===== config.mk =====
export PLATFORM = sky130hd
export DESIGN_NAME = keycode_event_decoder
export DESIGN_NICKNAME = d
export VERILOG_FILES = /design/src/rtl/keycode_event_decoder.sv
export SDC_FILE = /design/constraint.sdc
export NUM_CORES = 1
export LEC_CHECK = 0
export ABC_AREA = 1
export ABC_CLOCK_PERIOD_IN_PS = 1900
export CAP_MARGIN = 20
export CORE_ASPECT_RATIO = 1.4
export CORE_MARGIN = 2
export CORE_UTILIZATION = 54
export DETAILED_ROUTE_END_ITERATION = 7
export HOLD_SLACK_MARGIN = 0.08
export PLACE_DENSITY = 0.77
export SYNTH_ARGS = -nofsm -noshare
export SYNTH_HDL_FRONTEND = slang
export SYNTH_SLANG_ARGS = --single-unit
export TNS_END_PERCENT = 1

===== constraint.sdc =====
create_clock -name Clk -period 1.9 [get_ports Clk]
set_clock_uncertainty 0.15 [all_clocks]
set_input_delay 0.38 -clock Clk [delete_from_list [all_inputs] [get_ports Clk]]
set_output_delay 0.38 -clock Clk [all_outputs]
set_load 0.1 [all_outputs]

===== src/rtl/keycode_event_decoder.sv =====
// keycode_event_decoder
// Turns the two-slot HID keycode word from the NIOS PIO into debounced key
// levels, press/release pulses, frame-paced auto-repeat pulses and signed
// X/Y direction vectors for the motion logic.
// Key bit order everywhere: {jump, right, down, left, up}.

module keycode_event_decoder #(
  parameter logic [7:0] CODE_UP      = 8'h1A,
  parameter logic [7:0] CODE_LEFT    = 8'h04,
  parameter logic [7:0] CODE_DOWN    = 8'h16,
  parameter logic [7:0] CODE_RIGHT   = 8'h07,
  parameter logic [7:0] CODE_JUMP    = 8'h2C,
  parameter int         DEBOUNCE_CYC = 16,
  parameter int         REPEAT_DELAY = 15,
  parameter int         REPEAT_RATE  = 4
) (
  input  logic        Clk,
  input  logic        Reset_n,
  input  logic [15:0] keycode,
  input  logic        frame_clk,
  output logic [4:0]  key_held,
  output logic [4:0]  key_press,
  output logic [4:0]  key_release,
  output logic [4:0]  key_repeat,
  output logic        frame_tick,
  output logic [1:0]  dir_x,
  output logic [1:0]  dir_y
);

  localparam int             CW         = (DEBOUNCE_CYC > 1) ? $clog2(DEBOUNCE_CYC) : 1;
  localparam logic [CW-1:0]  CNT_LAST   = CW'(DEBOUNCE_CYC - 1);
  localparam logic [7:0]     DELAY_LAST = 8'(REPEAT_DELAY - 1);
  localparam logic [7:0]     RATE_LAST  = 8'(REPEAT_RATE - 1);
  localparam logic [39:0]    CODES      = {CODE_JUMP, CODE_RIGHT, CODE_DOWN, CODE_LEFT, CODE_UP};

  logic [15:0]   kc_q;
  logic [4:0]    raw;
  logic [CW-1:0] cnt_q [5];
  logic [CW-1:0] cnt_d [5];
  logic [4:0]    held_q, held_d;
  logic [4:0]    press_q, press_d;
  logic [4:0]    release_q, release_d;
  logic [4:0]    repeat_q, repeat_d;
  logic [7:0]    rpt_q [5];
  logic [7:0]    rpt_d [5];
  logic [4:0]    ph_q, ph_d;     // 0 = waiting out the initial delay, 1 = repeating at rate
  logic [2:0]    fs_q;           // [1:0] synchronizer, [2] edge-detect history
  logic          tick_q;

  // Match each key code against both keycode slots; a code in both slots still counts once.
  always_comb begin
    raw = '0;
    for (int i = 0; i < 5; i++) begin
      raw[i] = (kc_q[7:0] == CODES[i*8 +: 8]) | (kc_q[15:8] == CODES[i*8 +: 8]);
    end
  end

  // Debounce: a held bit flips only after DEBOUNCE_CYC consecutive disagreeing samples.
  always_comb begin
    held_d    = held_q;
    press_d   = '0;
    release_d = '0;
    for (int i = 0; i < 5; i++) begin
      cnt_d[i] = '0;
      if (raw[i] != held_q[i]) begin
        if (cnt_q[i] == CNT_LAST) begin
          held_d[i]    = ~held_q[i];
          press_d[i]   = raw[i];
          release_d[i] = ~raw[i];
        end else begin
          cnt_d[i] = cnt_q[i] + CW'(1);
        end
      end
    end
  end

  // Auto-repeat: a press pulses at once and restarts the window; a tick arriving with the press is dropped.
  always_comb begin
    for (int i = 0; i < 5; i++) begin
      repeat_d[i] = 1'b0;
      rpt_d[i]    = rpt_q[i];
      ph_d[i]     = ph_q[i];
      if (press_d[i]) begin
        repeat_d[i] = 1'b1;
        rpt_d[i]    = '0;
        ph_d[i]     = 1'b0;
      end else if (release_d[i] || !held_q[i]) begin
        rpt_d[i] = '0;
        ph_d[i]  = 1'b0;
      end else if (tick_q) begin
        if (rpt_q[i] == (ph_q[i] ? RATE_LAST : DELAY_LAST)) begin
          repeat_d[i] = 1'b1;
          rpt_d[i]    = '0;
          ph_d[i]     = 1'b1;
        end else begin
          rpt_d[i] = rpt_q[i] + 8'd1;
        end
      end
    end
  end

  // State registers; everything clears asynchronously, including open debounce and repeat windows.
  always_ff @(posedge Clk or negedge Reset_n) begin
    if (!Reset_n) begin
      kc_q      <= '0;
      held_q    <= '0;
      press_q   <= '0;
      release_q <= '0;
      repeat_q  <= '0;
      ph_q      <= '0;
      fs_q      <= '0;
      tick_q    <= 1'b0;
      for (int i = 0; i < 5; i++) begin
        cnt_q[i] <= '0;
        rpt_q[i] <= '0;
      end
    end else begin
      kc_q      <= keycode;
      held_q    <= held_d;
      press_q   <= press_d;
      release_q <= release_d;
      repeat_q  <= repeat_d;
      ph_q      <= ph_d;
      fs_q      <= {fs_q[1:0], frame_clk};
      tick_q    <= fs_q[1] & ~fs_q[2];
      for (int i = 0; i < 5; i++) begin
        cnt_q[i] <= cnt_d[i];
        rpt_q[i] <= rpt_d[i];
      end
    end
  end

  // Direction vectors follow the held levels directly; opposing keys cancel.
  always_comb begin
    dir_x = 2'b00;
    dir_y = 2'b00;
    if (held_q[3] && !held_q[1]) dir_x = 2'b01;
    else if (held_q[1] && !held_q[3]) dir_x = 2'b11;
    if (held_q[2] && !held_q[0]) dir_y = 2'b01;
    else if (held_q[0] && !held_q[2]) dir_y = 2'b11;
  end

  assign key_held    = held_q;
  assign key_press   = press_q;
  assign key_release = release_q;
  assign key_repeat  = repeat_q;
  assign frame_tick  = tick_q;

endmodule


==> results of run 1 <==
## where the power goes
group	internal (mW)	switching, mW
Clock	1.10	0.795
Combinational	0.0647	0.110
Sequential	2.26	0.0178
## sequential cells by signal, indices dropped and copies added (netlist names), 3 cells and up
signal / cells
key_release: 5
kc_q: 16
cnt_q: 20
fs_q: 3
key_repeat: 5
ph_q: 5
rpt_q: 40
key_held: 5
key_press: 5
## final cells by class
cell class | count | area, sq um
repair buffers | 61 | 853
flip-flops and latches | 105 | 2640
inverters | 115 | 444
multi-input cells | 489 | 2460
fillers | 807 | 3420
clock inverters | 4 | 51.3
well taps | 138 | 173
clock buffers | 12 | 256
## synthesized netlist by cell type (10+ instances only)
library cell  count
a21oi_1          10
buf_2            10
clkbuf_1         10
dfrtp_1         105
ha_1             12
inv_1           114
nand2_1         189
nand3_1          65
nand4_1          53
nor2_1           76
nor3_1           18
o21ai_0          19
xor2_1           20
## path summary, 6_finish.rpt
check | from | end | slack (ns) | cells past startpoint
max | key_held[3] | dir_x[0] | 0.004 | 4
min | fs_q[0] | fs_q[1] | 0.23 | 0
max reg2reg | cnt_q[8] | key_held[2] | 0.13 | 6
min reg2reg | fs_q[0] | fs_q[1] | 0.23 | 0
max in group asynchronous | Reset_n | key_held[3] | 0.64 | 3
min in group asynchronous | Reset_n | key_held[4] | 0.35 | 2
## what timing repair did
| action | CTS | global route |
|---|---|---|
| buffers inserted | 1 | 1 |
| endpoints found under the setup margin | 10 | 26 |
| hold buffers | 1 | 0 |
| resized for setup | 4 | 1 |
| pin swaps | 1 | 2 |
| endpoints found under the hold margin | 27 | 0 |
## cell usage in the layout, fill, tap and decap left out, drive strengths merged
cell type      count
clkbuf            12
buf               43
clkinvlp           3
or2                1
ha                12
inv              113
a21boi             2
nand3             66
nor2              80
dfrtp            105
o21bai             2
a21oi             11
xor2              20
xnor2              8
nand2            189
nor3b              1
bufinv             1
a211oi             1
nor3              18
clkdlybuf4s50     17
dlygate4sd3        1
clkinv             2
o21ai             19
nand3b             1
nand4             55
o21a               2
and2               1
## metal layers
| metal | track usage (%) | vias to the layer above |
|---|---|---|
| met3 | 3.57 | 28 |
| li1 | - | 2434 |
| met5 | 0 | - |
| met4 | 10.3 | 0 |
| met1 | 27.1 | 2327 |
| met2 | 40.5 | 137 |
## critical path, cell delays in order (launching register included)
cell and delay, ns:
dfrtp_4 0.50, inv_4 0.08, ha_4 0.20, clkinvlp_4 0.07, buf_12 0.16
## through the flow
stage | worst slack (ns) | hold slack (ns)
2_1_floorplan | -0.181 | -0.0656
3_3_place_gp | -0.0237 | 0.186
3_5_place_dp | -0.0398 | 0.190
4_1_cts | 0.00830 | 0.227
5_1_grt | -0.0541 | 0.234
6_report | 0.00426 | 0.227
## kinds of logic after synthesis
kind of cell	count (synthesis)	share of synthesized area [%]
compound gates	37	3.80
flops	105	46.6
buf+inv	142	10.1
simple gates	412	32.5
fa+ha+maj	12	2.66
xor+xnor	28	4.35
==> impl_metrics.tcl, run 1 <==
set metrics [dict create \
    yosys.area.top_type "dfrtp_1" \
    start_util_pct 54.7 \
    setup_viol 0 \
    instances_no_fill 924 \
    dieArea_sq_um 11300 \
    placed_cells 905 \
    syn_area_sq_um 5640 \
    core.rowCount 44 \
    power.total_mw 4.34 \
    cts_tree "yes" \
    cts_made_buffers 9 \
    met3_length_um 468 \
    viasPerCell 5.33 \
    netlist_instances 736 \
    grt_antenna_before_repair 0 \
    routed_wl_um 12300 \
    slew_violations 0 \
    clock_sinks 105 \
    tns_ns 0 \
    yosysTopAreaCellShare_pct 46.6 \
    ys_types 31 \
    hpwl_um 8690 \
    post_drt_wl_per_cell_um 13.3 \
    num_antenna_cells 0 \
    first_pass_iters 5 \
    worst_ep_arrival_time_ns 1.37 \
    vias 4926 \
    status "finished, final reports clean" \
    utilization_pct 66.8 \
    wl_met1_um 5010 \
    worst_pin_slew_ns 0.456 \
    hold_violations 0 \
    clock_path_buffers 2 \
    grt_pass1_vias 4834 \
    min_period_over_period_pct 99.8 \
    drt_iter0_markers 356 \
    synth_top_flop_cell "dfrtp_1" \
    start_kind "flip-flop" \
    ant_nets 0 \
    die_y_um 125 \
    synth_edf_count 0 \
    area_growth_pct 22.0 \
    hold_class "flip-flop to flip-flop" \
    die_w_um 90.3 \
    ys_top_cells_by_area "dfrtp_1 47%, nand2_1 13%, inv_1 7.6%" \
    grt_start_max_net_pins 48 \
    cp.required_ns 1.37 \
    cap_violations 0 \
    drive_above_1_share_pct 9.92 \
    power_per_cell_area_nw_per_um2 631 \
    routabilityCongestion 0.883 \
    htree_levels 3 \
    syn_nets 767 \
    min_period_ns 1.90 \
    p_leak_nw 3.63 \
    rsz0062_at_grt "yes" \
    peakVddDrop_mv 0.578 \
    postSynthAreaPerCell_sq_um 7.66 \
    synth_warnings 0 \
    overflow 0 \
    track_usage_pct 22.8 \
    max_freq_ghz 0.527 \
    root_buffer "clkbuf_16" \
    io_buffer_count 43 \
    worst-path-max-fanout 3 \
    relSlewSlack_pct 69.5 \
    ys_seq_area_share_pct 46.6 \
    synth-seq-cells 105 \
    final_area_sq_um 6880 \
    wl_met2_um 6470 \
    drcViolationCount 0 \
    dpl_cell_area_sq_um 6520 \
    grt_pass1_wl_um 21200 \
    crit_path_end_kind "primary output" \
    nets 812 \
    async_flop_share_pct 100 \
    pin_count 44 \
    path_class "flip-flop to primary output" \
    fp.coreArea_sq_um 10300 \
    path_clk_slew_ns 0.07 \
    dr.max_layer_used "met4" \
    clk_latency_ns 0.35 \
]
No activity file was read; power rests on OpenSTA's default activity.
==> inputs of run 2 (changes only) <==
--- a/config.mk
+++ b/config.mk
@@ -14,6 +14,7 @@
 export DETAILED_ROUTE_END_ITERATION = 7
 export HOLD_SLACK_MARGIN = 0.08
 export PLACE_DENSITY = 0.77
+export RECOVER_POWER = 50
 export SYNTH_ARGS = -nofsm -noshare
 export SYNTH_HDL_FRONTEND = slang
 export SYNTH_SLANG_ARGS = --single-unit
==> impl_metrics.tcl, run 2 (same netlist as run 1, synthesis figures left out) <==
set metrics [dict create \
    largest_reg_flops 40 \
    grt_start_max_net_pins 48 \
    reg2reg_depth 6 \
    cts_tree "yes" \
    power.total_mw 4.33 \
    placed_cells 905 \
    dieArea_sq_um 11300 \
    peakVddDrop_mv 0.578 \
    path_class "flip-flop to primary output" \
    worstHoldStart "fs_q[0]" \
    start_kind "flip-flop" \
    worst_path_max_delay_cell "dfrtp_4" \
    reg_top3 "rpt_q: 40 flops, cnt_q: 20 flops, kc_q: 16 flops" \
    min_period_ns 1.90 \
    instances_no_fill 924 \
    max_freq_ghz 0.528 \
    cts_made_buffers 9 \
    cp_cell_sequence "inv_4, ha_4, clkinvlp_4, buf_12" \
    crit_path_end_kind "primary output" \
    die_w_um 90.3 \
    slew_violations 0 \
    routed_wl_um 12300 \
    io_buffer_count 43 \
    hpwl_um 8690 \
    fp.coreArea_sq_um 10300 \
    drt_iter0_markers 357 \
    timing.rr.end "key_held[2]" \
    regMostFlops "rpt_q" \
    relSlewSlack_pct 49.1 \
    drcViolationCount 0 \
    drive_above_1_share_pct 9.92 \
    grt_antenna_before_repair 0 \
    die_y_um 125 \
    overflow 0 \
    nets 812 \
    setup_viol 0 \
    hold_violations 0 \
    start_util_pct 54.7 \
    post_drt_wl_per_cell_um 13.3 \
    cap_violations 0 \
    power_per_cell_area_nw_per_um2 631 \
    clock_sinks 105 \
    grt_pass1_vias 4834 \
    clk_latency_ns 0.35 \
    cp.required_ns 1.37 \
    path_clk_slew_ns 0.07 \
    worst_pin_slew_ns 0.763 \
    track_usage_pct 22.8 \
    worst-path-max-fanout 3 \
    root_buffer "clkbuf_16" \
    hold_class "flip-flop to flip-flop" \
    place_worst_setup_slack_ns -0.0398 \
    n_fill_cell 809 \
    first_pass_iters 5 \
    core.rowCount 44 \
    viasPerCell 5.32 \
    worst_ep_arrival_time_ns 1.37 \
    critPathMaxStageDelay_ns 0.50 \
    reg2reg_setup_slack_ns 0.13 \
    clock_path_buffers 2 \
    timing.final.ws_setup_ns 0.00455 \
    p_leak_nw 3.63 \
    rsz0062_at_grt "yes" \
    status "finished, final reports clean" \
    final_common_cell "nand2_1" \
    worstReg2RegStart "cnt_q[8]" \
    pin_count 44 \
    whs_ns 0.227 \
    routabilityCongestion 0.883 \
    min_period_over_period_pct 99.8 \
    htree_levels 3 \
    mostFrequentLayoutCells "189 x nand2_1, 110 x inv_1, 101 x dfrtp_1" \
    ant_nets 0 \
    hold_end "fs_q[1]" \
    area_growth_pct 21.8 \
    vias 4920 \
    grt_pass1_wl_um 21200 \
    num_antenna_cells 0 \
    hold_depth 0 \
]
-- run 2: worst max path at each step --
stage | from | endpoint | slack, ns | cells past startpoint
floorplan | key_held[2] | dir_y[0] | -0.18 | 3
detailed placement | cnt_q[16] | rpt_q[36] | -0.04 | 6
CTS | key_held[3] | dir_x[0] | 0.008 | 4
global route | cnt_q[8] | key_held[2] | -0.05 | 6
global placement | cnt_q[16] | rpt_q[35] | -0.02 | 6
finish | key_held[3] | dir_x[0] | 0.005 | 4
-- run 2: final cells by class --
| class | count | area, sq um | share of cell area (%) |
|---|---|---|---|
| Sequential cell | 105 | 2640 | 38.4 |
| Multi-Input combinational cell | 489 | 2460 | 35.9 |
| Timing Repair Buffer | 61 | 842 | 12.3 |
| Inverter | 115 | 444 | 6.47 |
| Clock buffer | 12 | 256 | 3.74 |
| Tap cell | 138 | 173 | 2.51 |
| Clock inverter | 4 | 51.3 | 0.747 |
-- run 2: timing repair --
item / CTS / global route
hold buffers: 1 / 0
gates resized for setup: 4 / 1
endpoints found under the hold margin: 27 / 0
buffers inserted: 1 / 1
cloned: 0 / 0
pin swaps: 1 / 2
setup endpoints to repair: 10 / 26
-- run 2: through the flow --
step	cell area (sq um)	TNS, ns	utilization, %
after global placement	6520	-0.0333	63.3
after global routing	6870	-0.144	66.7
after detailed placement	6520	-0.206	63.3
after floorplan	5680	-4.70	-
after CTS	6860	0	66.6
final	6870	0	66.7
-- run 2: routing by layer --
layer | part of all wire (%) | track usage (%)
met5 | 0 | 0
met4 | 2.7 | 10.3
met3 | 3.8 | 3.57
met2 | 53 | 40.5
met1 | 41 | 27.1
-- run 2: power by group --
group | internal, mW | leakage [nW] | switching [mW]
logic | 0.0549 | 2.07 | 0.110
registers | 2.26 | 1.42 | 0.0179
clock network | 1.10 | 0.149 | 0.795
-- run 2: critical path: cells and delay by family (launching register included) --
family	cells	cell delay [ns]
DFF	1	0.50
buffers and inverters	3	0.31
adders and majority gates	1	0.20
